### src/rtl/fetch_stage.sv
`default_nettype none
// ============================================================================
// Module   : fetch_stage
// Purpose  : Instruction fetch with one-entry skid buffer, redirect flush and
//            a registered decode-side output (id_*).
// Revision : 1.0  initial release
// ============================================================================
module fetch_stage #(
  parameter logic [31:0] RESET_PC = 32'h0000_0000
) (
  input  logic        clk,
  input  logic        rst_n,
  output logic        imem_req,
  output logic [31:0] imem_addr,
  input  logic        imem_valid,
  input  logic [31:0] imem_rdata,
  input  logic        stall,
  input  logic        redirect,
  input  logic [31:0] redirect_pc,
  output logic        id_valid,
  output logic [31:0] id_instr,
  output logic [31:0] id_pc
);

  localparam logic [31:0] c_NOP = 32'h0000_0013;

  typedef enum logic [1:0] {
    S_IDLE = 2'd0,
    S_WAIT = 2'd1,
    S_DROP = 2'd2
  } state_t;

  state_t      r_state;
  state_t      w_state_nxt;
  logic [31:0] r_pc;
  logic [31:0] r_req_pc;
  logic        r_id_valid;
  logic [31:0] r_id_instr;
  logic [31:0] r_id_pc;
  logic        r_skid_valid;
  logic [31:0] r_skid_instr;
  logic [31:0] r_skid_pc;
  logic        w_slot_open;
  logic        w_resp;
  logic        w_issue;

  assign w_slot_open = !r_id_valid || !stall;
  // A response is live only while a request is tracked and no flush is underway.
  assign w_resp      = (r_state == S_WAIT) && imem_valid && !redirect;

  always_comb begin
    w_state_nxt = r_state;
    w_issue     = 1'b0;
    case (r_state)
      S_IDLE: begin
        if (!redirect && !r_skid_valid) begin
          w_issue     = 1'b1;
          w_state_nxt = S_WAIT;
        end
      end
      S_WAIT: begin
        if (redirect) begin
          w_state_nxt = imem_valid ? S_IDLE : S_DROP;
        end else if (imem_valid) begin
          if (w_slot_open && !r_skid_valid) begin
            w_issue = 1'b1;
          end else begin
            w_state_nxt = S_IDLE;
          end
        end
      end
      S_DROP: begin
        if (imem_valid) begin
          w_state_nxt = S_IDLE;
        end
      end
      default: w_state_nxt = S_IDLE;
    endcase
  end

  assign imem_req  = w_issue;
  assign imem_addr = {r_pc[31:2], 2'b00};

  always_ff @(posedge clk or negedge rst_n) begin
    if (!rst_n) begin
      r_state <= S_IDLE;
    end else begin
      r_state <= w_state_nxt;
    end
  end

  always_ff @(posedge clk or negedge rst_n) begin
    if (!rst_n) begin
      r_pc     <= RESET_PC;
      r_req_pc <= 32'h0000_0000;
    end else if (redirect) begin
      r_pc <= {redirect_pc[31:2], 2'b00};
    end else if (w_issue) begin
      r_req_pc <= imem_addr;
      r_pc     <= imem_addr + 32'd4;
    end
  end

  // Skid entry can only exist with no request in flight, so it never races
  // with a live response when the slot opens.
  always_ff @(posedge clk or negedge rst_n) begin
    if (!rst_n) begin
      r_id_valid   <= 1'b0;
      r_id_instr   <= c_NOP;
      r_id_pc      <= 32'h0000_0000;
      r_skid_valid <= 1'b0;
      r_skid_instr <= c_NOP;
      r_skid_pc    <= 32'h0000_0000;
    end else if (redirect) begin
      r_id_valid   <= 1'b0;
      r_id_instr   <= c_NOP;
      r_skid_valid <= 1'b0;
    end else if (w_slot_open) begin
      if (r_skid_valid) begin
        r_id_valid   <= 1'b1;
        r_id_instr   <= r_skid_instr;
        r_id_pc      <= r_skid_pc;
        r_skid_valid <= 1'b0;
      end else if (w_resp) begin
        r_id_valid <= 1'b1;
        r_id_instr <= imem_rdata;
        r_id_pc    <= r_req_pc;
      end else begin
        r_id_valid <= 1'b0;
      end
    end else if (w_resp) begin
      r_skid_valid <= 1'b1;
      r_skid_instr <= imem_rdata;
      r_skid_pc    <= r_req_pc;
    end
  end

  assign id_valid = r_id_valid;
  assign id_instr = r_id_instr;
  assign id_pc    = r_id_pc;

endmodule
`default_nettype wire

### config.mk
export PLATFORM = sky130hd
export DESIGN_NAME = fetch_stage
export DESIGN_NICKNAME = d
export VERILOG_FILES = /design/src/rtl/fetch_stage.sv
export SDC_FILE = /design/constraint.sdc
export NUM_CORES = 1
export LEC_CHECK = 0
export CAP_MARGIN = 20
export CORE_MARGIN = 3
export CORE_UTILIZATION = 40
export CTS_BUF_LIST = sky130_fd_sc_hd__clkbuf_4 sky130_fd_sc_hd__clkbuf_8 sky130_fd_sc_hd__clkbuf_16
export DETAILED_ROUTE_END_ITERATION = 8
export GPL_TIMING_DRIVEN = 0
export PLACE_DENSITY = 0.73
export SLEW_MARGIN = 10
export SYNTH_ARGS = -nofsm -noshare
export SYNTH_HDL_FRONTEND = slang
export SYNTH_SLANG_ARGS = --single-unit
export TNS_END_PERCENT = 1
### constraint.sdc
create_clock -name clk -period 2.35 [get_ports clk]
set_clock_uncertainty 0.05 [all_clocks]
set_input_delay 0.5875 -clock clk [delete_from_list [all_inputs] [get_ports clk]]
set_output_delay 0.5875 -clock clk [all_outputs]
set_load 0.005 [all_outputs]
==> key figures, run 1 <==
Cells and area
  – FILL cells: 1846
  – Post-route insts no fill: 1261
  – Nets@finish: 1043
  – Syn-to-layout area delta: 32.22%
  – Ant diodes: 0
  – Ratio of cells with drive above 1 in the final layout: 19.17%
  – Final core occ: 54.05%

Critical path
  – CP endpoint kind: output pin
  – Critical path peak fanout: 10
  – Max incr delay on CP: 0.25 ns
  – CP required: 1.71 ns
  – Crit path DAT: 1.69 ns
  – Crit path cell chain: clkdlybuf4s15_1 -> nor3_4 -> o21ai_4 -> inv_2 -> buf_6 -> buf_6 -> clkdlybuf4s15_1
  – Critical path launch point type: primary input
  – Critical path type: in2out
  – Slowest stage cell on the critical path: nor3_4

Timing
  – Slew Viols, Final: 0
  – Unrepaired setup endpoints after global routing: true
  – Slew @ Worst Pin: 0.7888 ns
  – Fin crit share: 98.91%
  – Slew HR: 47.41%
  – Final Hold Fails: 0
  – Final setup vio count: 0
  – Tmin final: 2.324 ns
  – Hold slack: 0.1568 ns
  – Setup tns final: 0 ns
  – Peak Freq: 0.4302 GHz

Global route
  – GRT Residual Overflow: 0
  – Antenna violations before repair: 1
  – Largest net degree at the start of global routing: 109
  – Total track usage: 19.46%
  – Vias in the first global route: 6557
  – First-pass GRT wire length: 36380 um

Flow run
  – Max Cap Viol: 0

Routing
  – Wirelength per Cell: 18.00 um
  – DRT Pass-1 Iters: 5
  – Routed wire length: 22690 um
  – Final ANT Viol Nets: 0
  – DR iter-0 viols: 468
  – Vias/cell: 5.254
  – DRC: 0
  – Via count: 6625

Yosys
  – Share of the yosys chip area belonging to registers: 54.66%
  – Netlist cell types: 52
  – Post-synth top area cell: dfrtp_1
  – Warnings, synthesis: 0
  – Post-Syn Area: 0.008621 sq mm
  – Avg Cell Area, Syn: 11.02 sq um
  – Area contributors post-synth: dfrtp_1, mux2_2, mux2i_1, nand2_1, nor2_1
  – Mapped Cells: 782
  – Register bit count reported by yosys: 188
  – Yosys top cell area share: 52.83%

Floorplan
  – Total I/O pin count: 167
  – Die area: 0.02335 sq mm
  – Core Area: 0.02109 sq mm
  – Initial Utilization: 40.88%
  – Core Rows: 53
  – Die Wd: 152.8 um
  – Die height: 152.8 um

Clocking
  – TritonCTS clock tree: yes
  – Clock root buffer: clkbuf_16
  – Clock Pin Slew Worst Setup and Hold Paths: 0.07 ns
  – Clock sink total: 188
  – TritonCTS buffer count: 17
  – Worst skew pair latency: 0.43 ns
  – Bufs on Longest Clock Path: 2
  – Hold_buf cts: 0
  – Deepest level of the CTS H-tree: 4

Placed design
  – Gpl congestion: 0.8696
  – Input/output buffers: 160
  – Dpl cells: 1222
  – DPL Wire Length: 15890 um

Power and ir drop
  – PD cells: 781.6 mW/mm^2
  – VDD IR-drop max: 0.0004992 V
  – LEAKAGE: 0.004843 uW

Status
  – Run status: completed

Worst hold path
  – Hold crit path type: in2async
-- metrics by stage --
step	setup WS [ns]	instance area (sq um)	power [uW]
4_1_cts	-0.02382	11370	8983
3_3_place_gp	-7.343	10580	5937
3_5_place_dp	-1.399	10650	5995
2_1_floorplan	0.01636	8636	4925
5_1_grt	-0.1647	11400	9353
6_report	0.02564	11400	8909
-- sequential cells by signal, summed over array words and instances, names as in the netlist --
signal / flops
r_skid_pc: 30
r_req_pc: 30
id_instr: 32
id_pc: 30
r_pc: 30
r_skid_instr: 32
id_valid: 1
r_state: 2
r_skid_valid: 1
-- layer usage --
metal / part of all wire [%] / up-vias / GRT usage, %
met5: 0.057 / - / 0
met4: 1.8 / 2 / 5.218
met3: 5.8 / 31 / 4.913
met1: 44 / 3259 / 26.44
met2: 48 / 191 / 31.34
li1: - / 3142 / -
-- critical path: cells and delay by family --
kind,cells,cell delay (ns)
buffers and inverters,5,0.75
AND/OR/NAND/NOR,1,0.25
AO/OA/AOI/OAI,1,0.09
-- where the power goes --
part | internal [uW] | switching (uW)
clock network | 1650 | 1300
logic | 1050 | 751
registers | 3780 | 385
-- area by class of cell --
cell class | instances | area, sq um | area share [%]
buffer | 52 | 261.5 | 2.294
inverter | 13 | 53.80 | 0.4720
timing repair buffer | 169 | 1715 | 15.05
sequential | 188 | 4717 | 41.38
tap | 275 | 344.1 | 3.019
multi-input combinational | 532 | 3712 | 32.57
clock buffer | 20 | 460.4 | 4.040
clock inverter | 12 | 133.9 | 1.175
-- kinds of logic (layout without fill, tap and decap cells) --
family                   count (synthesis)  after routing  synth area share [%]
buffers and inverters                   65            266                 3.251
flip-flops                             188            188                 54.66
AO/OA/AOI/OAI                          103            103                 7.939
AND/OR/NAND/NOR                        263            263                 13.95
adder cells (fa/ha/maj)                  1              1                0.1451
XOR/XNOR                                 3              3                0.3048
multiplexers                           158            158                 19.71
other                                    1              4               0.04350
-- layout by cell type (no fill, tap or decap), drive strengths merged, types with 3 or more instances in the layout --
| cell | n |
|---|---|
| dfrtp | 182 |
| clkdlybuf4s50 | 155 |
| nand2 | 103 |
| mux2 | 94 |
| nor2 | 77 |
| mux2i | 64 |
| clkbuf | 52 |
| a21oi | 34 |
| buf | 30 |
| nand3 | 22 |
| o21ai | 17 |
| inv | 16 |
| nand4 | 12 |
| or4 | 11 |
| o211ai | 10 |
| a31oi | 9 |
| and2 | 7 |
| or3 | 7 |
| o31ai | 6 |
| dfstp | 6 |
| and4 | 5 |
| a311o | 5 |
| nor3 | 5 |
| clkinv | 5 |
| and3 | 4 |
| a22oi | 4 |
| conb | 4 |
| clkdlybuf4s15 | 4 |
| o311ai | 4 |
| nand3b | 3 |
| nor2b | 3 |
| xnor2 | 3 |
-- synthesized netlist by cell type, drive strengths merged --
| library cell | n |
|---|---|
| a221oi | 1 |
| a21bo | 1 |
| buf | 22 |
| a311o | 5 |
| o211a | 1 |
| dfrtp | 182 |
| and3 | 4 |
| conb | 1 |
| nor2b | 3 |
| or3 | 7 |
| a22oi | 4 |
| ha | 1 |
| a31oi | 9 |
| o311a | 1 |
| clkinv | 1 |
| a211o | 1 |
| nor4 | 2 |
| o2111a | 1 |
| a2111oi | 2 |
| o31ai | 6 |
| mux2 | 94 |
| inv | 12 |
| o311ai | 4 |
| nor3 | 5 |
| a21boi | 1 |
| a21oi | 34 |
| o22ai | 1 |
| and4 | 5 |
| xnor2 | 3 |
| o21ai | 17 |
| nand2 | 103 |
| and2 | 7 |
| a221o | 2 |
| nand4 | 12 |
| dfstp | 6 |
| nand3 | 22 |
| a2bb2oi | 1 |
| mux2i | 64 |
| nor2 | 77 |
| o221a | 1 |
| nand3b | 3 |
| or4 | 11 |
| nor4b | 2 |
| o211ai | 10 |
| clkbuf | 30 |
-- path summary, 6_finish.rpt --
kind                                   start         endpoint  slack, ns  cells past startpoint
max in group asynchronous              rst_n          r_pc[7]       1.24                      3
worst min-delay path                   rst_n  r_skid_instr[2]       0.16                      2
worst max register to register  r_skid_valid        id_pc[16]       0.04                      6
worst max-delay path                redirect         imem_req       0.03                      7
min in group clk                r_req_pc[24]     r_req_pc[24]       0.45                      2
worst min register to register  r_req_pc[24]     r_req_pc[24]       0.45                      2
-- repair_timing --
| action | 4_1_cts | 5_1_grt |
|---|---|---|
| pin swaps | 3 | 2 |
| buffers inserted | 7 | 0 |
| gates resized for setup | 34 | 14 |
| endpoints found under the setup margin | 170 | 69 |
Note: power is estimated with default switching activity, not from simulation.
==> run 2, diff against run 1 <==
- CORE_ASPECT_RATIO: unset -> 0.6
- GPL_TIMING_DRIVEN: 0 -> unset
- PLACE_DENSITY: 0.73 -> 0.7
- clock period: 2.35 -> 3 ns (I/O delays scaled with it)
==> run 2 against run 1 <==
Global-route usage grew 0.56 points. Final cell count shrank 2.9%. Worst setup slack improved by 0.39 ns. First-iteration DRC count grew 9.0%.
==> key figures, run 2 (synthesis gave the netlist of run 1 again) <==
Clocking
  – Bufs on Longest Clock Path: 2
  – Clock root buffer: clkbuf_16
  – Deepest level of the CTS H-tree: 4
  – Worst skew pair latency: 0.44 ns
  – Clock Pin Slew Worst Setup and Hold Paths: 0.07 ns
  – Clock sink total: 188
  – TritonCTS clock tree: yes
  – TritonCTS buffer count: 17
  – Hold_buf cts: 0
  – Setup Fix Bufs, Post-CTS: 0

Floorplan
  – Core Rows: 40
  – Core Area: 0.02057 sq mm
  – Total I/O pin count: 167
  – Initial Utilization: 41.91%
  – Die Wd: 195.5 um
  – Die area: 0.02341 sq mm
  – Die height: 119.7 um

Routing
  – Via count: 6490
  – Wirelength per Cell: 18.80 um
  – DRT Pass-1 Iters: 5
  – DRC: 0
  – Vias/cell: 5.298
  – Final ANT Viol Nets: 0
  – DR iter-0 viols: 510
  – Routed wire length: 23030 um

Status
  – Run status: completed

Global route
  – Total track usage: 20.02%
  – GRT Residual Overflow: 0
  – Vias in the first global route: 6540
  – First-pass GRT wire length: 36780 um
  – Antenna violations before repair: 0
  – Largest net degree at the start of global routing: 66

Critical path
  – Crit path DAT: 2.86 ns
  – CP endpoint kind: register
  – Critical path peak fanout: 16
  – Critical path launch point type: register
  – Critical path type: reg2reg
  – CP required: 3.27 ns

Cells and area
  – Final core occ: 54.60%
  – Nets@finish: 1010
  – Most frequent cells in the layout: dfrtp_1, clkdlybuf4s50_1, nand2_1
  – Ratio of cells with drive above 1 in the final layout: 18.17%
  – Most common cell after layout, fill and taps aside: dfrtp_1
  – Post-route insts no fill: 1225
  – Syn-to-layout area delta: 30.29%
  – Ant diodes: 0

Timing
  – Slew HR: 41.19%
  – Slew Viols, Final: 0
  – Hold slack: 0.2601 ns
  – Peak Freq: 0.3862 GHz
  – Final Hold Fails: 0
  – Fin crit share: 86.30%
  – Slew @ Worst Pin: 0.8783 ns
  – Unrepaired setup endpoints after global routing: false
  – Final setup vio count: 0
  – Tmin final: 2.589 ns
  – Setup tns final: 0 ns

Power and ir drop
  – Pwr Total: 6786 uW
  – PD cells: 604.2 mW/mm^2
  – LEAKAGE: 0.004764 uW
  – VDD IR-drop max: 0.0004299 V

Placed design
  – Input/output buffers: 160
  – DPL Wire Length: 15740 um
  – Dpl cells: 1194
  – Gpl congestion: 0.7847

Flow run
  – Max Cap Viol: 0

Worst hold path
  – Hold crit path type: in2async
## run 2: cell count changes in the layout (fill, tap and decap cells not counted), sizes merged
cell           before  now
clkdlybuf4s50     155  157
bufinv              2    0
clkinvlp            2    3
buf                30   29
clkdlybuf4s15       4    0
dlymetal6s2s        0    1
clkbuf             52   22
clkinv              5    7
inv                16   13
## run 2: through the flow
step	setup WS (ns)	area [sq um]
after floorplan	0.2886	8632
after global placement	-0.1437	10680
after detailed placement	-0.1713	10680
after CTS	0.04069	11220
after global routing	0.3005	11230
final	0.4109	11230
## run 2: timing repair
action	4_1_cts	5_1_grt
cloned	0	0
hold endpoints to repair	0	0
gates resized for setup	3	2
setup endpoints to repair	1	1
## run 2: layout make-up
cell class,count,area [sq um]
fill,1828,9338
sequential,188,4716
multi-input combinational,532,3689
timing repair buffer,188,1901
clock buffer,21,467.9
tap,273,341.6
clock inverter,10,68.82
inverter,13,48.80
## run 2: final timing paths
| path | from | endpoint | slack (ns) | depth (start not counted) |
|---|---|---|---|---|
| max | r_pc[12] | r_pc[29] | 0.41 | 4 |
| min | rst_n | id_pc[7] | 0.26 | 1 |
| max reg2reg | r_pc[12] | r_pc[29] | 0.41 | 4 |
| min reg2reg | r_req_pc[7] | r_req_pc[7] | 0.44 | 2 |
| max in group asynchronous | rst_n | id_instr[4] | 1.91 | 2 |
| min in group clk | r_req_pc[7] | r_req_pc[7] | 0.44 | 2 |
## run 2: worst max-delay path: stages (launching register included)
cell     delay [ns]
dfrtp_1        0.55
nand4_2        0.24
or4_1          0.85
o311a_1        0.43
or3_1          0.36
## run 2: where the power goes
group / total [uW] / internal (uW) / switching [uW]
clock: 2110 / 1120 / 992
combinational: 1410 / 821 / 593
sequential: 3260 / 2960 / 303
total: 6790 / 4900 / 1890
## run 2: metal layers
metal / track usage, % / up-vias / routed length (um)
met5: 0 / - / 0
met4: 5.162 / 0 / 233
met3: 6.313 / 15 / 1771
met2: 28.70 / 180 / 9853
met1: 29.36 / 3225 / 11170
li1: - / 3070 / -
